--- config.mk ---
export PLATFORM = sky130hd
export DESIGN_NAME = alu_op_collector_flat
export DESIGN_NICKNAME = d
export VERILOG_FILES = /design/src/rtl/alu_pkg.sv /design/src/rtl/alu_op_collector_if.sv /design/src/rtl/alu_wait_timer.sv /design/src/rtl/alu_op_collector.sv /design/src/flat_wrapper.sv
export SDC_FILE = /design/constraint.sdc
export NUM_CORES = 1
export LEC_CHECK = 0
export BUFFER_PORTS_ARGS = -buffer_cell sky130_fd_sc_hd__buf_2
export CELL_PAD_IN_SITES_DETAIL_PLACEMENT = 1
export CELL_PAD_IN_SITES_GLOBAL_PLACEMENT = 2
export CORE_MARGIN = 2
export CORE_UTILIZATION = 28
export DETAILED_ROUTE_END_ITERATION = 7
export PLACE_DENSITY_LB_ADDON = 0.1
export SKIP_CTS_REPAIR_TIMING = 1
export SYNTH_ARGS = -nofsm -noshare
export SYNTH_HDL_FRONTEND = slang
export SYNTH_SLANG_ARGS = --single-unit
--- constraint.sdc ---
create_clock -name clk -period 1.95 [get_ports clk]
set_input_delay 0.2925 -clock clk [delete_from_list [all_inputs] [get_ports clk]]
set_output_delay 0.2925 -clock clk [all_outputs]
set_load 0.05 [all_outputs]
--- src/rtl/alu_pkg.sv ---
// alu_pkg: shared widths, command encodings, FSM/error types and the
// operand-requirement lookup for the ALU operand collector.
package alu_pkg;

    localparam int ALU_DATA_WIDTH = 8;
    localparam int ALU_CMD_WIDTH  = 4;

    // Arithmetic-mode commands (MODE=1)
    typedef enum logic [3:0] {
        A_ADD = 4'd0, A_SUB = 4'd1, A_ADD_CIN = 4'd2, A_SUB_CIN = 4'd3,
        A_INC_A = 4'd4, A_DEC_A = 4'd5, A_INC_B = 4'd6, A_DEC_B = 4'd7,
        A_CMP = 4'd8, A_MUL_INC = 4'd9, A_MUL_SHL = 4'd10
    } arith_cmd_t;

    // Logical-mode commands (MODE=0)
    typedef enum logic [3:0] {
        L_AND = 4'd0, L_NAND = 4'd1, L_OR = 4'd2, L_NOR = 4'd3,
        L_XOR = 4'd4, L_XNOR = 4'd5, L_NOT_A = 4'd6, L_NOT_B = 4'd7,
        L_SHR1_A = 4'd8, L_SHL1_A = 4'd9, L_SHR1_B = 4'd10, L_SHL1_B = 4'd11,
        L_ROL = 4'd12, L_ROR = 4'd13
    } logic_cmd_t;

    typedef enum logic {IDLE = 1'b0, WAIT = 1'b1} state_t;

    typedef enum logic [1:0] {
        ERR_NONE = 2'b00, ERR_TIMEOUT = 2'b01, ERR_BADREQ = 2'b10, ERR_CMDCHG = 2'b11
    } err_t;

    // Operand mask required by a command: bit0=OPA, bit1=OPB; 00 = illegal.
    function automatic logic [1:0] op_req(input logic mode, input int unsigned cmd);
        logic [1:0] r;
        r = 2'b00;
        if (mode) begin
            case (cmd)
                0, 1, 2, 3, 8, 9, 10: r = 2'b11;
                4, 5:                 r = 2'b01;
                6, 7:                 r = 2'b10;
                default:              r = 2'b00;
            endcase
        end else begin
            case (cmd)
                0, 1, 2, 3, 4, 5, 12, 13: r = 2'b11;
                6, 8, 9:                  r = 2'b01;
                7, 10, 11:                r = 2'b10;
                default:                  r = 2'b00;
            endcase
        end
        return r;
    endfunction

endpackage

--- src/rtl/alu_op_collector_if.sv ---
// alu_op_collector_if: ALU pin-side stimulus signals plus the assembled-op
// outputs. master = stimulus driver, slave = collector.
interface alu_op_collector_if
    import alu_pkg::*;
#(
    parameter int DATA_WIDTH = ALU_DATA_WIDTH,
    parameter int CMD_WIDTH  = ALU_CMD_WIDTH
);
    logic                  CE;
    logic                  MODE;
    logic [CMD_WIDTH-1:0]  CMD;
    logic [1:0]            INP_VALID;
    logic [DATA_WIDTH-1:0] OPA;
    logic [DATA_WIDTH-1:0] OPB;
    logic                  CIN;

    logic                  op_valid;
    logic                  op_mode;
    logic [CMD_WIDTH-1:0]  op_cmd;
    logic [DATA_WIDTH-1:0] op_a;
    logic [DATA_WIDTH-1:0] op_b;
    logic                  op_cin;
    logic                  op_err;
    logic [1:0]            err_code;
    logic                  busy;

    modport master (
        output CE, MODE, CMD, INP_VALID, OPA, OPB, CIN,
        input  op_valid, op_mode, op_cmd, op_a, op_b, op_cin, op_err, err_code, busy
    );

    modport slave (
        input  CE, MODE, CMD, INP_VALID, OPA, OPB, CIN,
        output op_valid, op_mode, op_cmd, op_a, op_b, op_cin, op_err, err_code, busy
    );
endinterface

--- src/rtl/alu_wait_timer.sv ---
// alu_wait_timer: CE-gated wait counter; tc_o flags the last window cycle
// (count == TIMEOUT-1).
module alu_wait_timer #(
    parameter int TIMEOUT = 16
) (
    input  logic clk,
    input  logic reset,
    input  logic ce_i,
    input  logic clr_i,
    input  logic inc_i,
    output logic tc_o
);
    localparam int CW = (TIMEOUT > 1) ? $clog2(TIMEOUT) : 1;

    logic [CW-1:0] cnt_q, cnt_d;

    // Next count: clear wins, otherwise step only on enabled increment
    always_comb begin
        cnt_d = cnt_q;
        if (clr_i)             cnt_d = '0;
        else if (ce_i && inc_i) cnt_d = cnt_q + 1'b1;
    end

    // Count register
    always_ff @(posedge clk or posedge reset) begin
        if (reset) cnt_q <= '0;
        else       cnt_q <= cnt_d;
    end

    assign tc_o = (cnt_q == CW'(TIMEOUT - 1));
endmodule

--- src/rtl/alu_op_collector.sv ---
// alu_op_collector: assembles complete ALU operations from pin stimulus,
// allowing the second operand of two-operand commands to arrive later
// within a TIMEOUT-cycle window.
// Optional: define ALU_CMD_LOCK_CHECK_EN to abort a pending request whose
// MODE/CMD changes while waiting (err_code 11).
module alu_op_collector
    import alu_pkg::*;
#(
    parameter int DATA_WIDTH = ALU_DATA_WIDTH,
    parameter int CMD_WIDTH  = ALU_CMD_WIDTH,
    parameter int TIMEOUT    = 16
) (
    input  logic               clk,
    input  logic               reset,
    alu_op_collector_if.slave  bus
);
    state_t                state_q, state_d;
    logic [1:0]            req;
    logic [1:0]            held_q;
    logic                  mode_q, cin_q;
    logic [CMD_WIDTH-1:0]  cmd_q;
    logic [DATA_WIDTH-1:0] a_q, b_q;
    logic                  valid_q, err_q;
    err_t                  ecode_q;

    logic issue, err, ld_full, ld_part, ld_miss, tmr_clr, tmr_inc, tmr_tc, cmd_chg;
    err_t ecode;

    assign req = op_req(bus.MODE, 32'(bus.CMD));

    alu_wait_timer #(.TIMEOUT(TIMEOUT)) u_timer (
        .clk   (clk),
        .reset (reset),
        .ce_i  (bus.CE),
        .clr_i (tmr_clr),
        .inc_i (tmr_inc),
        .tc_o  (tmr_tc)
    );

    // FSM state register
    always_ff @(posedge clk or posedge reset) begin
        if (reset) state_q <= IDLE;
        else       state_q <= state_d;
    end

    // FSM next state: enter WAIT on a partial request, leave on issue/abort
    always_comb begin
        state_d = state_q;
        case (state_q)
            IDLE: if (ld_part)      state_d = WAIT;
            WAIT: if (issue || err) state_d = IDLE;
            default:                state_d = IDLE;
        endcase
    end

    // FSM decisions: what to load, issue or abort this cycle (CE-qualified)
    always_comb begin
        issue   = 1'b0;
        err     = 1'b0;
        ecode   = ERR_NONE;
        ld_full = 1'b0;
        ld_part = 1'b0;
        ld_miss = 1'b0;
        tmr_clr = 1'b0;
        tmr_inc = 1'b0;
        cmd_chg = 1'b0;
`ifdef ALU_CMD_LOCK_CHECK_EN
        cmd_chg = (bus.MODE != mode_q) || (bus.CMD != cmd_q);
`endif
        if (bus.CE) begin
            case (state_q)
                IDLE: begin
                    if (req == 2'b00 || bus.INP_VALID == 2'b00) begin
                        err   = 1'b1;
                        ecode = ERR_BADREQ;
                    end else if ((bus.INP_VALID & req) == req) begin
                        issue   = 1'b1;
                        ld_full = 1'b1;
                    end else if (req == 2'b11) begin
                        ld_part = 1'b1;
                        tmr_clr = 1'b1;
                    end else begin
                        // single-operand command without its operand
                        err   = 1'b1;
                        ecode = ERR_BADREQ;
                    end
                end
                WAIT: begin
                    if (cmd_chg) begin
                        err   = 1'b1;
                        ecode = ERR_CMDCHG;
                    end else if (|(bus.INP_VALID & ~held_q)) begin
                        issue   = 1'b1;
                        ld_miss = 1'b1;
                    end else if (tmr_tc) begin
                        err   = 1'b1;
                        ecode = ERR_TIMEOUT;
                    end else begin
                        tmr_inc = 1'b1;
                    end
                end
                default: ;
            endcase
        end
    end

    // Operation fields and output pulse registers
    always_ff @(posedge clk or posedge reset) begin
        if (reset) begin
            held_q  <= 2'b00;
            mode_q  <= 1'b0;
            cmd_q   <= '0;
            cin_q   <= 1'b0;
            a_q     <= '0;
            b_q     <= '0;
            valid_q <= 1'b0;
            err_q   <= 1'b0;
            ecode_q <= ERR_NONE;
        end else begin
            valid_q <= issue;
            err_q   <= err;
            ecode_q <= err ? ecode : ERR_NONE;
            if (ld_full || ld_part) begin
                mode_q <= bus.MODE;
                cmd_q  <= bus.CMD;
                cin_q  <= bus.CIN;
            end
            if (ld_full) begin
                // operands outside the requirement mask are dropped
                a_q <= req[0] ? bus.OPA : '0;
                b_q <= req[1] ? bus.OPB : '0;
            end
            if (ld_part) begin
                a_q    <= bus.INP_VALID[0] ? bus.OPA : '0;
                b_q    <= bus.INP_VALID[1] ? bus.OPB : '0;
                held_q <= bus.INP_VALID;
            end
            if (ld_miss) begin
                // only the missing operand is taken; the held one keeps its first value
                if (!held_q[0]) a_q <= bus.OPA;
                if (!held_q[1]) b_q <= bus.OPB;
                held_q <= 2'b00;
            end
        end
    end

    assign bus.op_valid = valid_q;
    assign bus.op_err   = err_q;
    assign bus.err_code = ecode_q;
    assign bus.op_mode  = mode_q;
    assign bus.op_cmd   = cmd_q;
    assign bus.op_cin   = cin_q;
    assign bus.op_a     = a_q;
    assign bus.op_b     = b_q;
    assign bus.busy     = (state_q == WAIT);
endmodule

--- src/flat_wrapper.sv ---
// flat-port wrapper written by rule: the top's interface ports become plain ports
module alu_op_collector_flat import alu_pkg::*;
#(
    parameter int DATA_WIDTH = ALU_DATA_WIDTH,
    parameter int CMD_WIDTH  = ALU_CMD_WIDTH,
    parameter int TIMEOUT    = 16
)
  (clk, reset, bus_CE, bus_MODE, bus_CMD, bus_INP_VALID, bus_OPA, bus_OPB, bus_CIN, bus_op_valid, bus_op_mode, bus_op_cmd, bus_op_a, bus_op_b, bus_op_cin, bus_op_err, bus_err_code, bus_busy);
  alu_op_collector_if #(.DATA_WIDTH(DATA_WIDTH), .CMD_WIDTH(CMD_WIDTH)) bus_i ();
  input  logic clk;
  input  logic reset;
  input wire logic [$bits(bus_i.CE)-1:0] bus_CE;
  input wire logic [$bits(bus_i.MODE)-1:0] bus_MODE;
  input wire logic [$bits(bus_i.CMD)-1:0] bus_CMD;
  input wire logic [$bits(bus_i.INP_VALID)-1:0] bus_INP_VALID;
  input wire logic [$bits(bus_i.OPA)-1:0] bus_OPA;
  input wire logic [$bits(bus_i.OPB)-1:0] bus_OPB;
  input wire logic [$bits(bus_i.CIN)-1:0] bus_CIN;
  output wire logic [$bits(bus_i.op_valid)-1:0] bus_op_valid;
  output wire logic [$bits(bus_i.op_mode)-1:0] bus_op_mode;
  output wire logic [$bits(bus_i.op_cmd)-1:0] bus_op_cmd;
  output wire logic [$bits(bus_i.op_a)-1:0] bus_op_a;
  output wire logic [$bits(bus_i.op_b)-1:0] bus_op_b;
  output wire logic [$bits(bus_i.op_cin)-1:0] bus_op_cin;
  output wire logic [$bits(bus_i.op_err)-1:0] bus_op_err;
  output wire logic [$bits(bus_i.err_code)-1:0] bus_err_code;
  output wire logic [$bits(bus_i.busy)-1:0] bus_busy;
  assign bus_i.CE = bus_CE;
  assign bus_i.MODE = bus_MODE;
  assign bus_i.CMD = bus_CMD;
  assign bus_i.INP_VALID = bus_INP_VALID;
  assign bus_i.OPA = bus_OPA;
  assign bus_i.OPB = bus_OPB;
  assign bus_i.CIN = bus_CIN;
  assign bus_op_valid = bus_i.op_valid;
  assign bus_op_mode = bus_i.op_mode;
  assign bus_op_cmd = bus_i.op_cmd;
  assign bus_op_a = bus_i.op_a;
  assign bus_op_b = bus_i.op_b;
  assign bus_op_cin = bus_i.op_cin;
  assign bus_op_err = bus_i.op_err;
  assign bus_err_code = bus_i.err_code;
  assign bus_busy = bus_i.busy;
  alu_op_collector #(.DATA_WIDTH(DATA_WIDTH), .CMD_WIDTH(CMD_WIDTH), .TIMEOUT(TIMEOUT)) u_core (.clk(clk), .reset(reset), .bus(bus_i));
endmodule
==> results of run 1 <==
[registers in the layout (all words and copies together), names as in the netlist]
signal,cells
u_core.u_timer.cnt_q,4
u_core.bus.op_b,8
u_core.bus.busy,1
u_core.bus.err_code,2
u_core.bus.op_cin,1
u_core.bus.op_err,1
u_core.bus.op_a,8
u_core.bus.op_cmd,4
u_core.bus.op_mode,1
u_core.bus.op_valid,1
u_core.held_q,2
[worst max-delay path by stage]
stage	startpoint	end	cells past startpoint
after floorplan	u_core.bus.busy	u_core.bus.op_a[3]	6
after global placement	bus_CMD[2]	u_core.held_q[0]	8
after detailed placement	bus_CMD[2]	u_core.held_q[1]	8
after CTS	u_core.bus.busy	u_core.bus.op_a[7]	5
after global routing	bus_CMD[2]	u_core.held_q[1]	8
final	u_core.bus.busy	u_core.bus.op_a[7]	5
[worst max-delay path, delay by kind of cell (launching register included)]
| family | cells | cell delay [ns] |
|---|---|---|
| simple gates | 3 | 0.63 |
| flops | 1 | 0.40 |
| mux | 1 | 0.32 |
| compound gates | 1 | 0.31 |
[stage by stage]
stage / setup slack [ns] / area [um^2]
final: 0.161 / 2130
after global routing: 0.0344 / 2130
after CTS: 0.127 / 2130
after detailed placement: -0.118 / 2040
after global placement: -0.00850 / 2040
after floorplan: 0.0222 / 1690
[cell families after synthesis]
kind of cell,count (synthesis),share of synthesized area (%)
XOR/XNOR,4,2.08
AO/OA/AOI/OAI,28,12.4
AND/OR/NAND/NOR,40,13.7
multiplexers,18,13.5
flip-flops,33,49.0
buffers and inverters,22,6.38
adder cells (fa/ha/maj),4,2.97
[power by group]
group          internal, mW  leakage, nW  switching (mW)
sequential            0.971        0.418           0.158
combinational         0.561        0.615            1.31
clock                 0.280       0.0443           0.238
[placed cells by master (no fill, tap or decap), types with 3 or more instances in the layout]
cell type | netlist | final
sky130_fd_sc_hd__dfrtp_1 | 33 | 33
sky130_fd_sc_hd__nor2_1 | 12 | 12
sky130_fd_sc_hd__xor2_1 | 3 | 3
sky130_fd_sc_hd__ha_1 | 4 | 4
sky130_fd_sc_hd__mux2_1 | 6 | 6
sky130_fd_sc_hd__o21ai_1 | 6 | 6
sky130_fd_sc_hd__buf_2 | 2 | 53
sky130_fd_sc_hd__o41ai_1 | 8 | 8
sky130_fd_sc_hd__mux2i_1 | 4 | 4
sky130_fd_sc_hd__nand2_1 | 6 | 6
sky130_fd_sc_hd__nor2b_1 | 10 | 10
sky130_fd_sc_hd__mux2_4 | 8 | 8
sky130_fd_sc_hd__buf_4 | 0 | 4
sky130_fd_sc_hd__inv_1 | 15 | 15
sky130_fd_sc_hd__clkbuf_8 | 0 | 6
sky130_fd_sc_hd__o21ai_0 | 3 | 3
[area by class of cell]
cell class                 instances  area (um^2)  area share, %
inverter                          15         56.3           2.64
clock buffer                       7         86.3           4.05
sequential                        33          826           38.8
multi-input combinational         94          753           35.3
timing repair buffer              58          315           14.8
tap                               75         93.8           4.40
[synthesized netlist by cell type, types with 2 or more instances]
cell type / count / share of area (%)
sky130_fd_sc_hd__mux2i_1: 4 / 2.4
sky130_fd_sc_hd__o22a_1: 2 / 1.0
sky130_fd_sc_hd__o21ai_0: 3 / 0.89
sky130_fd_sc_hd__dfrtp_1: 33 / 49
sky130_fd_sc_hd__nor2_1: 12 / 2.7
sky130_fd_sc_hd__inv_1: 15 / 3.3
sky130_fd_sc_hd__nor2b_1: 10 / 3.7
sky130_fd_sc_hd__xor2_1: 3 / 1.6
sky130_fd_sc_hd__o41ai_1: 8 / 4.2
sky130_fd_sc_hd__o21bai_1: 2 / 0.89
sky130_fd_sc_hd__o21ai_1: 6 / 1.8
sky130_fd_sc_hd__nand2_1: 6 / 1.3
sky130_fd_sc_hd__mux2_4: 8 / 7.1
sky130_fd_sc_hd__buf_2: 2 / 0.59
sky130_fd_sc_hd__and4b_1: 2 / 1.2
sky130_fd_sc_hd__ha_1: 4 / 3.0
sky130_fd_sc_hd__buf_6: 3 / 2.0
sky130_fd_sc_hd__mux2_1: 6 / 4.0
[layer usage]
metal	track usage, %	routed length (um)
met5	0	0
met1	18.5	2040
met2	20.0	1820
met3	3.41	208
met4	3.50	31
==> parameters.txt, run 1 <==
Parameter                              Value

Status
  Status    finished, final reports clean

CTS
  Number of buffers created by CTS    5
  Longest Clk Path Bufs    2
  Skew-Pair Late Insertion Delay    0.28 ns
  Clock sinks    33
  Clock input transition at the sequential cells of the worst setup and hold paths    0.06 ns
  Root cell of the clock tree    sky130_fd_sc_hd__clkbuf_8
  TritonCTS clock tree    built
  H-tree depth    2

Place
  Routability Congestion    0.733
  Number of buffers added on ports    53
  Post-DP HPWL    3120 um
  Cell Count Post-Placement    275

Pwr
  Peak VDD IR    0.608 mV
  Ratio of total power to cell area    1650 mW/mm^2
  Final total power    3.52 mW
  P_leak    1.08 nW

Critical path
  Worst flop-to-flop path startpoint    u_core.bus.busy
  R2R depth    5
  Type of the worst setup path    flip-flop to flip-flop
  Category of the worst setup path launch point    flip-flop
  Nature of the critical path endpoint    flip-flop
  Data arrival time of the worst path    1.95 ns
  CP max FO    8
  Capture point of the worst reg-to-reg path    u_core.bus.op_a[7]
  Slowest CP cell    sky130_fd_sc_hd__dfrtp_1
  Critical path, cell by cell    nand2b_1 -> nor2_1 -> o221a_1 -> nand2b_4 -> mux2_4
  Register-to-register path setup slack    0.16 ns
  Endpoint required time on the critical path    2.11 ns
  Slowest stage delay, CP    0.40 ns

GRT
  Largest net degree at the start of global routing    34
  Number of global-route vias before repair    1346
  Total congestion overflow after global routing    0
  Tot GR Track Use    13.1%
  Number of antenna violations at the first check in global routing    0
  Wire length of the first global-routing pass    6650 um

Worst hold path
  Min-Delay Path Class    primary input to asynchronous set/reset pin

Finish
  Area Growth Syn to Fin    26.3%
  Post-layout utilization of the core    36.2%
  Final net count    238
  Final instance count without filler cells    282
  Number of filler instances in the final layout    685
  Antenna diode count    0
  Layout cell share with drive strength beyond 1    37.2%

Timing
  Worst-case headroom to the max-slew limit    65.2%
  Hold Vio Cnt, Final    0
  Final Cycle Share    91.8%
  Actual slew at the worst max-slew pin    0.518 ns
  Tightest hold margin    0.111 ns
  Maximum clock rate    559 MHz
  Worst clock skew on the final layout    0.00481 ns
  Unrepaired setup endpoints after global routing    no
  Summed negative setup slack over all endpoints    0 ns
  Number of pins with negative max-slew slack in the final report    0
  Final setup violating endpoints    0
  Final critical path time including I/O delays and setup    1.79 ns

Route
  DR vias    1314
  Post-route antenna net violation count    0
  Detailed Route Iter0 Violations    19
  Via/cell ratio    4.66
  Routed wire length    4090 um
  DR DRC count    0
  Iteration count of the initial detailed-routing pass    3
  Routed WL per cell    14.5 um

Yosys
  Distinct cell type count after synthesis    38
  EDFF count, synth    0
  Post-synthesis cell count    149
  Avg Inst Size Synth    11.3 um^2
  Primary flip-flop cell chosen by synthesis mapping    sky130_fd_sc_hd__dfrtp_1
  Yosys Warn Count    0
  Sequential-to-total area share from yosys stat    49.0%
  Share of synthesized registers carrying an async set or reset    100%
  Synthesized net count    180
  Cell area after synthesis    0.00169 mm^2
  Number of synthesized register bits    33

Floorplan
  Area of the die    0.00666 mm^2
  Horiz. Die Dim    81.6 um
  Effective utilization at floorplan    28.7%
  Area inside the core boundary    0.00589 mm^2
  Cell row count    28
  Die outline height    81.6 um
  Top-level port count    54

Flow run
  Reported max-cap violation count    0
Note: power is estimated with default switching activity, not from simulation.
==> run 2, diff against run 1 <==
PLACE_DENSITY = 0.74   (was default)
PLACE_DENSITY_LB_ADDON = default   (was 0.1)
clock period = 1.96 ns   (was 1.95 ns; I/O delays follow)
==> run 2 against run 1 <==
  * Maximum frequency about the same
  * Critical path type unchanged
  * Sequential share of layout area shrank 0.80 points
  * Wire length is 1.3% lower
==> parameters.txt, run 2 (synthesis results as in run 1) <==
Parameter                              Value

Timing
  Final setup violating endpoints    0
  Hold Vio Cnt, Final    0
  Unrepaired setup endpoints after global routing    no
  Maximum clock rate    559 MHz
  Number of pins with negative max-slew slack in the final report    0
  Worst Setup Slack, final    0.170 ns
  Summed negative setup slack over all endpoints    0 ns
  Worst clock skew on the final layout    0.00479 ns
  Actual slew at the worst max-slew pin    0.641 ns
  Worst-case headroom to the max-slew limit    56.8%
  Final critical path time including I/O delays and setup    1.79 ns
  Final Cycle Share    91.3%

Worst hold path
  Min-Delay Path Class    primary input to asynchronous set/reset pin

Finish
  Leading cell type in the layout, fill and taps excluded    sky130_fd_sc_hd__buf_2
  Sequential Area    826 um^2
  Area occupied by multi-input gates    753 um^2
  Number of filler instances in the final layout    681
  Final net count    240
  Commonest non-fill, non-tap cells in the layout    sky130_fd_sc_hd__buf_2 (53), sky130_fd_sc_hd__dfrtp_1 (33), sky130_fd_sc_hd__inv_1 (15), sky130_fd_sc_hd__nor2_1 (12), sky130_fd_sc_hd__nor2b_1 (10)
  Area Growth Syn to Fin    29.0%
  Layout cell share with drive strength beyond 1    38.1%
  Antenna diode count    0

Floorplan
  Die outline height    81.6 um
  Area inside the core boundary    0.00589 mm^2
  Horiz. Die Dim    81.6 um
  Area of the die    0.00666 mm^2
  Effective utilization at floorplan    28.7%
  Cell row count    28
  Top-level port count    54

Pwr
  Fraction of power consumed by sequential logic    30.6%
  Peak VDD IR    0.593 mV
  Clock share of power    18.2%
  Switching part of the total    46.7%
  P_leak    1.10 nW
  Final total power    3.65 mW
  Ratio of total power to cell area    1680 mW/mm^2
  Combinational share of power    51.2%
  Internal power    1.94 mW
  Sw power    1.70 mW

GRT
  Number of global-route vias before repair    1366
  Total congestion overflow after global routing    0
  Tot GR Track Use    13.0%
  Largest net degree at the start of global routing    34
  Number of antenna violations at the first check in global routing    0
  Wire length of the first global-routing pass    6490 um

Route
  Via/cell ratio    4.62
  DR DRC count    0
  Routed wire length    4040 um
  Iteration count of the initial detailed-routing pass    4
  Post-route antenna net violation count    0
  Routed WL per cell    14.2 um
  Detailed Route Iter0 Violations    47
  DR vias    1318

CTS
  Clock input transition at the sequential cells of the worst setup and hold paths    0.07 ns
  Clock sinks    33
  Skew-Pair Late Insertion Delay    0.28 ns
  Root cell of the clock tree    sky130_fd_sc_hd__clkbuf_8
  H-tree depth    2
  Number of buffers created by CTS    5
  TritonCTS clock tree    built
  Longest Clk Path Bufs    2

Critical path
  CP max FO    8
  Type of the worst setup path    flip-flop to flip-flop
  Endpoint required time on the critical path    2.13 ns
  Worst flop-to-flop path startpoint    u_core.bus.busy
  Data arrival time of the worst path    1.96 ns
  Slowest CP cell    sky130_fd_sc_hd__dfrtp_1
  Startpoint of the most critical setup path    u_core.bus.busy
  Nature of the critical path endpoint    flip-flop
  Category of the worst setup path launch point    flip-flop
  Slowest stage delay, CP    0.40 ns
  Critical path, cell by cell    nand2b_1 -> nor2_1 -> o221a_1 -> nand2b_4 -> mux2_4

Place
  Number of buffers added on ports    53
  Worst-case setup slack after placement    -0.0468 ns
  Post-DP HPWL    3000 um
  Routability Congestion    0.765

Status
  Status    finished, final reports clean

Flow run
  Reported max-cap violation count    0
-- run 2: changes by cell type in the layout (fill, tap and decap cells not counted), sizes merged --
| cell | delta |
|---|---|
| buf | +2 |
| bufinv | +1 |
-- run 2: through the flow --
step	util (%)	area, um^2	std cells	hold WS (ns)
3_3_place_gp	35.0	2060	277	0.411
2_1_floorplan	-	1690	149	0.410
5_1_grt	37.0	2180	285	0.139
6_report	37.0	2180	285	0.0896
4_1_cts	37.0	2180	285	0.105
3_5_place_dp	35.0	2060	277	0.416
-- run 2: area by class of cell --
| cell class | instances | area share, % |
|---|---|---|
| multi-input combinational | 94 | 34.6 |
| clock inverter | 1 | 1.38 |
| timing repair buffer | 60 | 15.2 |
| tap | 75 | 4.31 |
| clock buffer | 7 | 3.97 |
| inverter | 15 | 2.59 |
| sequential | 33 | 38.0 |
-- run 2: worst paths after layout --
path	endpoint	slack [ns]	cells after the start
worst max register to register	u_core.bus.op_a[6]	0.17	5
worst min register to register	u_core.bus.op_cmd[1]	0.49	1
worst max-delay path	u_core.bus.op_a[6]	0.17	5
max in group asynchronous	u_core.bus.op_valid	1.56	3
worst min-delay path	u_core.bus.op_a[7]	0.09	3
min in group clk	u_core.bus.op_b[3]	0.22	3
-- run 2: worst max-delay path, delay by kind of cell (launching register included) --
kind | cells | cell delay, ns
mux | 1 | 0.32
simple gates | 3 | 0.63
compound gates | 1 | 0.32
flops | 1 | 0.40
-- run 2: layer usage --
metal	vias to the layer above	part of all wire [%]	global-route usage, %
li1	636	-	-
met4	0	2.0	7.00
met5	-	0	0
met2	41	45	20.7
met3	5	6.2	2.86
met1	636	47	16.4
-- run 2: power by group through the flow --
stage | clock network (mW) | registers, mW | logic (mW)
floorplan | 0 | 1.98 | 0.596
global route | 0.717 | 1.15 | 1.98
CTS | 0.685 | 1.12 | 1.89
detailed placement | 0 | 1.13 | 1.88
global placement | 0 | 1.13 | 1.84
finish | 0.663 | 1.12 | 1.87
